`config.mk`:
```
export PLATFORM = sky130hd
export DESIGN_NAME = aurora_data_controller
export DESIGN_NICKNAME = d
export VERILOG_FILES = /design/src/rtl/aurora_data_controller.sv
export SDC_FILE = /design/constraint.sdc
export NUM_CORES = 1
export LEC_CHECK = 0
export BUFFER_PORTS_ARGS = -buffer_cell sky130_fd_sc_hd__buf_2
export CAP_MARGIN = 20
export CORE_MARGIN = 4
export CORE_UTILIZATION = 35
export DETAILED_ROUTE_END_ITERATION = 8
export GPL_TIMING_DRIVEN = 0
export PLACE_DENSITY = 0.49
export SKIP_CTS_REPAIR_TIMING = 1
export SYNTH_ARGS = -nofsm -noshare
export SYNTH_HDL_FRONTEND = slang
export SYNTH_SLANG_ARGS = --single-unit
```
`constraint.sdc`:
```
create_clock -name clk -period 6.6 [get_ports clk]
set_clock_uncertainty 0.15 [all_clocks]
set_input_delay 0 -clock clk [delete_from_list [all_inputs] [get_ports clk]]
set_output_delay 0 -clock clk [all_outputs]
set_load 0.1 [all_outputs]
```
`src/rtl/aurora_data_controller.sv`:
```
// aurora_pkg: shared width and ordered-set encoding for the Aurora framing path.
package aurora_pkg;
   localparam int unsigned AXI_DATA_SIZE = 64;

   typedef enum logic [1:0] {
      OS_IDLE = 2'd0,
      OS_SCP  = 2'd1,
      OS_DATA = 2'd2,
      OS_ECP  = 2'd3
   } ordered_sets_e;
endpackage

// aurora_data_controller: samples user words into a 4-entry FIFO and frames
// them as SCP / DATA... / ECP symbols, one symbol per engine step (2 clk).
module aurora_data_controller
   import aurora_pkg::*;
(
   input  logic                     clk,
   input  logic                     rst_n,
   input  logic                     single_lane,
   input  logic                     axi_valid,
   input  logic                     axi_last,
   input  logic [AXI_DATA_SIZE-1:0] axi_data,
   output ordered_sets_e            ordered_sets,
   output logic [AXI_DATA_SIZE-1:0] data_out
);

   typedef enum logic [1:0] {
      ST_IDLE = 2'd0,
      ST_DATA = 2'd1,
      ST_END  = 2'd2
   } state_e;

   logic [2:0]             phase_q, phase_d;
   logic                   step;
   logic                   sample;
   logic                   push;
   logic                   pop;

   logic [AXI_DATA_SIZE:0] mem_q [4];
   logic [AXI_DATA_SIZE:0] mem_d [4];
   logic [AXI_DATA_SIZE:0] head;
   logic [1:0]             wr_ptr_q, wr_ptr_d;
   logic [1:0]             rd_ptr_q, rd_ptr_d;
   logic [2:0]             count_q, count_d;

   state_e                 state_q, state_d;
   ordered_sets_e          os_q, os_d;
   logic [AXI_DATA_SIZE-1:0] data_q, data_d;

   assign head         = mem_q[rd_ptr_q];
   assign ordered_sets = os_q;
   assign data_out     = data_q;

   // Phase counter and strobes; a full FIFO (by registered count) drops the word.
   always_comb begin
      phase_d = phase_q + 3'd1;
      step    = phase_q[0];
      sample  = single_lane ? (phase_q == 3'd7) : step;
      push    = sample && axi_valid && (count_q != 3'd4);
   end

   // FIFO next state; a pop only ever sees entries counted before this edge.
   always_comb begin
      mem_d    = mem_q;
      wr_ptr_d = wr_ptr_q;
      rd_ptr_d = rd_ptr_q;
      count_d  = count_q;
      if (push) begin
         mem_d[wr_ptr_q] = {axi_last, axi_data};
         wr_ptr_d        = wr_ptr_q + 2'd1;
      end
      if (pop) begin
         rd_ptr_d = rd_ptr_q + 2'd1;
      end
      count_d = count_q + {2'b00, push} - {2'b00, pop};
   end

   // Framing FSM: next state and registered symbol, updated only on step strobes.
   always_comb begin
      state_d = state_q;
      os_d    = os_q;
      data_d  = data_q;
      pop     = 1'b0;
      if (step) begin
         os_d   = OS_IDLE;
         data_d = '0;
         case (state_q)
            ST_IDLE: begin
               if (count_q != 3'd0) begin
                  os_d    = OS_SCP;
                  state_d = ST_DATA;
               end
            end
            ST_DATA: begin
               if (count_q != 3'd0) begin
                  pop    = 1'b1;
                  os_d   = OS_DATA;
                  data_d = head[AXI_DATA_SIZE-1:0];
                  if (head[AXI_DATA_SIZE]) begin
                     state_d = ST_END;
                  end
               end
            end
            ST_END: begin
               os_d    = OS_ECP;
               state_d = ST_IDLE;
            end
            default: begin
               state_d = ST_IDLE;
            end
         endcase
      end
   end

   // Phase and FIFO bookkeeping registers.
   always_ff @(posedge clk or negedge rst_n) begin
      if (!rst_n) begin
         phase_q  <= '0;
         wr_ptr_q <= '0;
         rd_ptr_q <= '0;
         count_q  <= '0;
         for (int unsigned i = 0; i < 4; i++) begin
            mem_q[i] <= '0;
         end
      end else begin
         phase_q  <= phase_d;
         wr_ptr_q <= wr_ptr_d;
         rd_ptr_q <= rd_ptr_d;
         count_q  <= count_d;
         mem_q    <= mem_d;
      end
   end

   // FSM state and output symbol registers.
   always_ff @(posedge clk or negedge rst_n) begin
      if (!rst_n) begin
         state_q <= ST_IDLE;
         os_q    <= OS_IDLE;
         data_q  <= '0;
      end else begin
         state_q <= state_d;
         os_q    <= os_d;
         data_q  <= data_d;
      end
   end

endmodule

```
==> flow_summary.ini, run 1 <==
[cells_and_area]
drive_above_1_share = 0.510
n_fill_cell = 3578
multiInputGateArea_mm2 = 0.00527
final_nets = 1154
num_antenna_cells = 0
syn_to_final_growth_pct = 23.6
fin_util = 0.440
register_area_mm2 = 0.00846

[grt]
track_usage = 0.150
antenna_found_initial = 0
grt_pass1_vias = 8454
grt_max_degree = 117
overflow = 0
grt_pass1_wl_um = 51400

[routing]
drcViolationCount = 0
ant_nets = 0
num_vias = 8037
dr.pass1.iters = 4
wire_per_inst_um = 20.1
via_per_inst = 4.94
wl_um = 32700
drtIter0Drc = 272

[worst_setup_path]
reg2reg_slack_ns = 3.71
required_ns = 6.87
cp_max_fo = 10
r2r_start = count_q[1]$_DFF_PN0_
timing.rr.end = count_q[2]$_DFF_PN0_
startpoint_type = flop
cp.arrival_ns = 3.15
endpoint_kind = flop
critPathKind = flop to flop
r2r_cells = 11

[floorplan]
die_w_um = 209
die_h_um = 209
die-area_mm2 = 0.0438
rows = 73
start_util = 0.356
ios = 135
core_area_mm2 = 0.0399

[logic_synthesis]
netlist_area_mm2 = 0.0142
yosysMostFrequentCell = dfrtp_1
synthCells = 829
synth-edff-count = 0
synth.area.top_cells = dfrtp_1 60%, mux2_2 21%, mux4_2 10%
synthTopCellsByCount = 338 x dfrtp_1, 262 x mux2_2, 65 x a22o_1, 65 x mux4_2, 26 x buf_6
synth_cell_types = 28
ys_ff_latch = 338
yosysTopAreaCellShare = 0.596
yosys_warnings = 0
synth_top_cell_by_area = dfrtp_1
syn_nets = 907
ys.flop_type = dfrtp_1
syn_area_per_cell_um2 = 17.1
ys_seq_area_frac = 0.596
async_flop_share = 1.00

[cts]
clock-root-buffer = clkbuf_16
tritoncts = yes
clock_latency_ns = 0.53
h-tree-depth = 2
clk_pin_slew_ns = 0.06
cts_sinks = 338
cts_made_buffers = 39
cts_buffer_depth = 3

[place]
port_buffers = 134
hpwl_um = 20600
gp_congestion = 0.710

[sta]
finalMaxSlewViolations = 0
hold_viol_final = 0
finalCriticalPeriod_ns = 2.89
slew_headroom = 0.459
hold_ws_ns = 0.102
period_share = 0.437
fmax_mhz = 347
worst_pin_slew_ns = 0.812
rsz0062_at_grt = false
setup-violations-final = 0

[hold_path]
hold_class = primary input to flop
hold_start = single_lane
hold_path_end = wr_ptr_q[0]$_DFFE_PN0P_
hold_path_depth = 4

[flow_run]
max-cap-violations = 0

[pwr]
leakage_nw = 7.84
p_per_area_mw_per_mm2 = 535
peakVddDrop_uv = 284

[outcome]
outcome = completed
==> placed cells by master, fill, tap and decap left out, types with 2 or more instances in the layout <==
| cell type | n |
|---|---|
| dfrtp_1 | 338 |
| mux2_2 | 262 |
| buf_2 | 146 |
| dlygate4sd3_1 | 68 |
| mux4_2 | 65 |
| a22o_1 | 65 |
| clkbuf_16 | 41 |
| clkbuf_1 | 28 |
| buf_6 | 26 |
| ha_1 | 8 |
| clkinv_2 | 8 |
| inv_1 | 6 |
| clkbuf_8 | 6 |
| xnor2_1 | 4 |
| nand2_1 | 4 |
| nor3_1 | 4 |
| buf_16 | 4 |
| buf_4 | 2 |
| nor3b_1 | 2 |
==> kinds of logic (layout without fill, tap and decap cells) <==
family,after synthesis,in the layout,share of synthesized area
xor+xnor,5,5,0.00309
buf+inv,65,339,0.0326
compound gates,69,69,0.0420
flops,338,338,0.596
mux,328,328,0.312
fa+ha+maj,9,9,0.00846
simple gates,15,15,0.00617
==> power breakdown <==
group,leakage (nW),switching [mW],internal [mW]
Combinational,3.06,2.04,1.78
Clock,0.608,0.835,1.24
Sequential,4.17,0.452,3.04
Total,7.84,3.32,6.06
==> registers in the layout, summed over array words and instances (netlist names) <==
name,count
mem_q,260
data_out,64
count_q,3
phase_q,3
ordered_sets,2
rd_ptr_q,2
state_q,2
wr_ptr_q,2
==> metrics by stage <==
stage | setup TNS (ns) | power [mW] | instance area (um2) | worst slack [ns] | cells
floorplan | 0 | 6.52 | 14200 | 3.93 | 829
global placement | -522.93 | 7.32 | 15500 | -1.59 | 1488
detailed placement | 0 | 7.39 | 15600 | 3.70 | 1491
CTS | 0 | 9.52 | 16800 | 3.69 | 1559
global route | 0 | 9.96 | 17500 | 3.53 | 1628
finish | 0 | 9.38 | 17500 | 3.71 | 1628
==> routing by layer <==
layer  vias up  global-route usage  share of wire
li1       3626                   -              -
met1      4242               0.211           0.46
met2       122               0.236           0.47
met3        47              0.0396          0.046
met4         0              0.0367          0.020
met5         -                   0              0
==> worst max path at each step <==
stage                                    start                endpoint  slack (ns)  depth (start not counted)
after floorplan           count_q[1]$_DFF_PN0_    count_q[2]$_DFF_PN0_        3.93                         11
after global placement                   rst_n  mem_q[111]$_DFFE_PN0P_       -1.59                          1
after detailed placement  count_q[1]$_DFF_PN0_    count_q[2]$_DFF_PN0_        3.70                         11
after CTS                 count_q[1]$_DFF_PN0_    count_q[2]$_DFF_PN0_        3.69                         11
after global routing      count_q[1]$_DFF_PN0_    count_q[2]$_DFF_PN0_        3.53                         11
final                     count_q[1]$_DFF_PN0_    count_q[2]$_DFF_PN0_        3.71                         11
==> worst max-delay path, cell delays in order (launching register included) <==
cell and delay [ns]:
dfrtp_1 0.44, or3_1 0.43, and3_1 0.18, buf_2 0.17, buf_2 0.21, ha_1 0.31, inv_1 0.05, ha_1 0.13
inv_1 0.05, fa_1 0.38, xnor2_1 0.15, xnor2_1 0.12
==> layout make-up <==
type                       count  share of cell area
clock buffer                  59              0.0657
tap                          525              0.0374
multi-input combinational    426               0.301
inverter                       7             0.00150
sequential                   338               0.482
timing repair buffer         206              0.0839
buffer                        58              0.0249
clock inverter                 9             0.00399
Note: power is estimated with default switching activity, not from simulation.
==> run 2: changes to the inputs <==
Clock period 6.6 ns to 3.05 ns, I/O delays scaled along.
==> flow_summary.ini, run 2 (synthesis results as in run 1) <==
[hold_path]
hold_path_depth = 4
hold_class = primary input to flop
hold_start = single_lane
hold_path_end = wr_ptr_q[0]$_DFFE_PN0P_

[cells_and_area]
instances_no_fill = 1627
num_antenna_cells = 0
drive_above_1_share = 0.510
final_common_cell = dfrtp_1
syn_to_final_growth_pct = 23.6
largest_register = mem_q
finalInstanceArea_mm2 = 0.0175
final_nets = 1153
final_cell_mix = 338 x dfrtp_1, 262 x mux2_2, 145 x buf_2
largest_register_ffs = 260

[sta]
hold_viol_final = 0
fmax_mhz = 360
setup-violations-final = 0
finalMaxSlewViolations = 0
worst_pin_slew_ns = 0.811
finalSetupTns_ns = 0
finalCriticalPeriod_ns = 2.78
rsz0062_at_grt = false
slew_headroom = 0.459
period_share = 0.910
fin_ws_ns = 0.273

[flow_run]
max-cap-violations = 0

[grt]
track_usage = 0.150
overflow = 0
antenna_found_initial = 0
grt_pass1_wl_um = 51400
grt_pass1_vias = 8454
grt_max_degree = 117

[place]
hpwl_um = 20600
dp_cells = 1491
post_dp_cell_area_mm2 = 0.0156
dpl_worst_slack_ns = 0.154
gp_congestion = 0.710
port_buffers = 134

[worst_setup_path]
crit_chain = or3_1, and3_1, buf_2, ha_1, inv_1, ha_1, inv_1, fa_1, xnor2_1, xnor2_1
cp_slowest_cell = dfrtp_1
critPathKind = flop to flop
required_ns = 3.32
cp_max_fo = 14
cp.arrival_ns = 3.04
crit_buf_inv = 3
endpoint_kind = flop
startpoint_type = flop
reg2reg_slack_ns = 0.27
r2r_start = count_q[1]$_DFF_PN0_
timing.rr.end = count_q[2]$_DFF_PN0_
r2r_cells = 10
slowest_delay_ns = 0.44
crit_family = adder cells

[routing]
dr.pass1.iters = 4
via_per_inst = 4.94
num_vias = 8032
ant_nets = 0
wire_per_inst_um = 20.1
drtIter0Drc = 258
wl_um = 32700
drcViolationCount = 0

[floorplan]
die_h_um = 209
core_area_mm2 = 0.0399
die_w_um = 209
start_util = 0.356
ios = 135
die-area_mm2 = 0.0438
rows = 73

[cts]
cts_sinks = 338
clock-root-buffer = clkbuf_16
tritoncts = yes
clk_pin_slew_ns = 0.06
cts_made_buffers = 39
cts_buffer_depth = 3
clock_latency_ns = 0.53
h-tree-depth = 2

[pwr]
total_power_mw = 20.3
peakVddDrop_uv = 615
p_per_area_mw_per_mm2 = 1160
leakage_nw = 7.83

[outcome]
outcome = completed
## run 2: area by class of cell
| class | instances | area (um2) |
|---|---|---|
| fill | 3579 | 22400 |
| timing repair buffer | 206 | 1470 |
| sequential | 338 | 8460 |
| multi-input combinational | 426 | 5270 |
| tap | 525 | 657 |
| buffer | 57 | 432 |
| clock buffer | 59 | 1150 |
| inverter | 7 | 26.3 |
| clock inverter | 9 | 70.1 |
## run 2: metrics by stage
| stage | utilization | hold slack, ns |
|---|---|---|
| detailed placement | 0.391 | -0.230 |
| global route | 0.439 | 0.110 |
| global placement | 0.389 | 0.131 |
| CTS | 0.422 | -0.823 |
| floorplan | - | -0.446 |
| finish | 0.439 | 0.102 |
## run 2: per-layer routing
metal  share of wire  wire (um)  GRT usage
met5               0          0          0
met4           0.020        640     0.0367
met3           0.048       1580     0.0396
met2            0.47      15400      0.236
met1            0.46      15100      0.211
## run 2: worst reg2reg max path, delay by kind of cell (launching register included)
family,cells,cell delay [ns]
flip-flops,1,0.44
buffers and inverters,3,0.35
AND/OR/NAND/NOR,2,0.61
adder cells (fa/ha/maj),3,0.85
XOR/XNOR,2,0.27
## run 2: worst max-delay path by stage
| stage | from | to | slack [ns] | depth (start not counted) |
|---|---|---|---|---|
| after floorplan | count_q[1]$_DFF_PN0_ | count_q[2]$_DFF_PN0_ | 0.38 | 11 |
| after global placement | rst_n | mem_q[111]$_DFFE_PN0P_ | -5.14 | 1 |
| final | count_q[1]$_DFF_PN0_ | count_q[2]$_DFF_PN0_ | 0.27 | 10 |
| after detailed placement | count_q[1]$_DFF_PN0_ | count_q[2]$_DFF_PN0_ | 0.15 | 11 |
| after CTS | count_q[1]$_DFF_PN0_ | count_q[2]$_DFF_PN0_ | 0.14 | 11 |
| after global routing | count_q[1]$_DFF_PN0_ | count_q[2]$_DFF_PN0_ | 0.10 | 10 |
## run 2: power by group
group          leakage [nW]  switching [mW]  total (mW)  internal, mW
clock network         0.608            1.81        4.49          2.68
registers              4.17           0.976        7.56          6.58
logic                  3.05            4.41        8.24          3.83
total                  7.83            7.19        20.3          13.1
==> run 3: changes to the inputs <==
Settings changed: ABC_AREA from default to 1, CORE_UTILIZATION 35 to 50, PLACE_DENSITY 0.49 to 0.66, SLEW_MARGIN from default to 20.
==> flow_summary.ini, run 3 <==
[logic_synthesis]
syn_nets = 1764
synth-edff-count = 0
yosysMostFrequentCell = nand2_1
synth_top_cell_by_area = dfrtp_1
synth.area.top_cells = dfrtp_1 57%, nand2_1 17%, o21ai_0 5.5%
async_flop_share = 1.00
synthTopCellsByCount = 667 x nand2_1, 338 x dfrtp_1, 164 x o21ai_0
synthCells = 1686
yosysTopAreaCellShare = 0.571
syn_area_per_cell_um2 = 8.78
ys.flop_type = dfrtp_1
synth_cell_types = 21
ys_seq_area_frac = 0.571
yosys_warnings = 0
ys_ff_latch = 338
netlist_area_mm2 = 0.0148

[grt]
grt_max_degree = 97
use_met1 = 0.343
grt.met3_usage = 0.0351
antenna_found_initial = 0
overflow = 0
grt_pass1_vias = 11814
busiest_layer = met2
grt_pass1_wl_um = 63200
track_usage = 0.238
met2_usage = 0.382

[worst_setup_path]
r2r_start = count_q[1]$_DFF_PN0_
cp_max_fo = 10
startpoint_type = flop
timing.rr.end = count_q[2]$_DFF_PN0_
r2r_cells = 11
critPathKind = flop to flop
cp_slowest_cell = dfrtp_1
crit_buf_inv = 5
slowest_delay_ns = 0.41
required_ns = 3.31
crit_chain = inv_1, nand3_1, nand3_2, buf_2, inv_1, ha_1, inv_1, ha_1, inv_1, fa_1, xor2_1
path_common_cell = inv_1
crit_family = adder cells
cp.arrival_ns = 2.84
reg2reg_slack_ns = 0.47
endpoint_kind = flop

[sta]
fmax_mhz = 388
finalMaxSlewViolations = 0
period_share = 0.846
finalCriticalPeriod_ns = 2.58
fin_ws_ns = 0.471
hold_ws_ns = -0.0752
slew_headroom = 0.463
rsz0062_at_grt = false
finalSetupTns_ns = 0
worst_pin_slew_ns = 0.805
setup-violations-final = 0
hold_viol_final = 45

[routing]
num_vias = 12150
dr.pass1.iters = 5
drcViolationCount = 0
via_per_inst = 5.19
drtIter0Drc = 1025
wl_um = 39400
wire_per_inst_um = 16.8
ant_nets = 0

[cells_and_area]
multiInputGateArea_mm2 = 0.00525
largest_register = mem_q
drive_above_1_share = 0.168
register_area_mm2 = 0.00846
syn_to_final_growth_pct = 21.8
finalInstanceArea_mm2 = 0.0180
n_fill_cell = 2553
largest_register_ffs = 260
final_cell_mix = 667 x nand2_1, 338 x dfrtp_1, 164 x o21ai_0
final_nets = 2009
num_antenna_cells = 0
final_common_cell = nand2_1

[floorplan]
start_util = 0.512
die-area_mm2 = 0.0324
core_area_mm2 = 0.0289
die_h_um = 180
die_w_um = 180
rows = 62
ios = 135

[pwr]
peakVddDrop_uv = 865
p_per_area_mw_per_mm2 = 1210
total_power_mw = 21.8
leakage_nw = 9.07

[outcome]
violations = negative hold slack
outcome = complete, but fails checks

[cts]
clk_pin_slew_ns = 0.06
h-tree-depth = 2
clock_latency_ns = 0.52
cts_buffer_depth = 3
cts_sinks = 338
tritoncts = yes
cts_made_buffers = 38
clock-root-buffer = clkbuf_16

[hold_path]
hold_class = primary input to async pin

[flow_run]
max-cap-violations = 0

[place]
post_dp_cell_area_mm2 = 0.0160
hpwl_um = 25300
gp_congestion = 0.801
port_buffers = 134
dpl_worst_slack_ns = 0.466
[run 3: cell types whose count changed in the layout (fill, tap and decap cells not counted), sizes merged, moves of 4 or more]
| cell | delta |
|---|---|
| nand2 | +663 |
| o21ai | +326 |
| mux2 | -262 |
| nand3 | +140 |
| inv | +77 |
| a22o | -65 |
| mux4 | -65 |
| buf | +27 |
| clkbuf | +25 |
| nor2 | +4 |
| nor3 | -4 |
| xnor2 | -4 |
[run 3: metrics by stage]
| stage | utilization | hold WS (ns) | std cells |
|---|---|---|---|
| floorplan | - | -0.446 | 1686 |
| global placement | 0.551 | 0.157 | 2204 |
| detailed placement | 0.555 | -0.0827 | 2207 |
| CTS | 0.600 | -0.633 | 2275 |
| global route | 0.623 | 0.00887 | 2343 |
| finish | 0.623 | -0.0752 | 2343 |
[run 3: cell families (layout without fill, tap and decap cells)]
kind of cell	Yosys count	count (layout)	share of synthesized area
buffers and inverters	197	470	0.0740
and+or+nand+nor	811	811	0.219
adders and majority gates	9	9	0.00811
DFF	338	338	0.571
AOI/OAI and AO/OA	328	328	0.125
xor gates and xnor gates	3	3	0.00178
[run 3: area by class of cell]
| type | instances | share of cell area |
|---|---|---|
| buffer | 113 | 0.0433 |
| timing repair buffer | 205 | 0.0801 |
| clock buffer | 56 | 0.0672 |
| sequential | 338 | 0.469 |
| multi-input combinational | 1151 | 0.291 |
| inverter | 84 | 0.0175 |
| clock inverter | 12 | 0.00486 |
| tap | 384 | 0.0267 |
[run 3: power by group]
part	internal (mW)	switching [mW]	total, mW
Clock	2.83	1.83	4.66
Combinational	2.52	6.98	9.50
Sequential	6.58	1.08	7.67
[run 3: worst max path at each step]
stage / start / endpoint / cells past startpoint
after global placement: rst_n / mem_q[240]$_DFFE_PN0P_ / 1
after global routing: count_q[1]$_DFF_PN0_ / count_q[2]$_DFF_PN0_ / 11
after detailed placement: count_q[1]$_DFF_PN0_ / count_q[2]$_DFF_PN0_ / 11
after CTS: count_q[1]$_DFF_PN0_ / count_q[2]$_DFF_PN0_ / 11
after floorplan: count_q[1]$_DFF_PN0_ / count_q[2]$_DFF_PN0_ / 11
final: count_q[1]$_DFF_PN0_ / count_q[2]$_DFF_PN0_ / 11
[run 3: layer usage]
| layer | up-vias | wire (um) |
|---|---|---|
| met4 | 0 | 974 |
| li1 | 5902 | - |
| met3 | 68 | 2210 |
| met2 | 355 | 18200 |
| met5 | - | 0 |
| met1 | 5825 | 18000 |
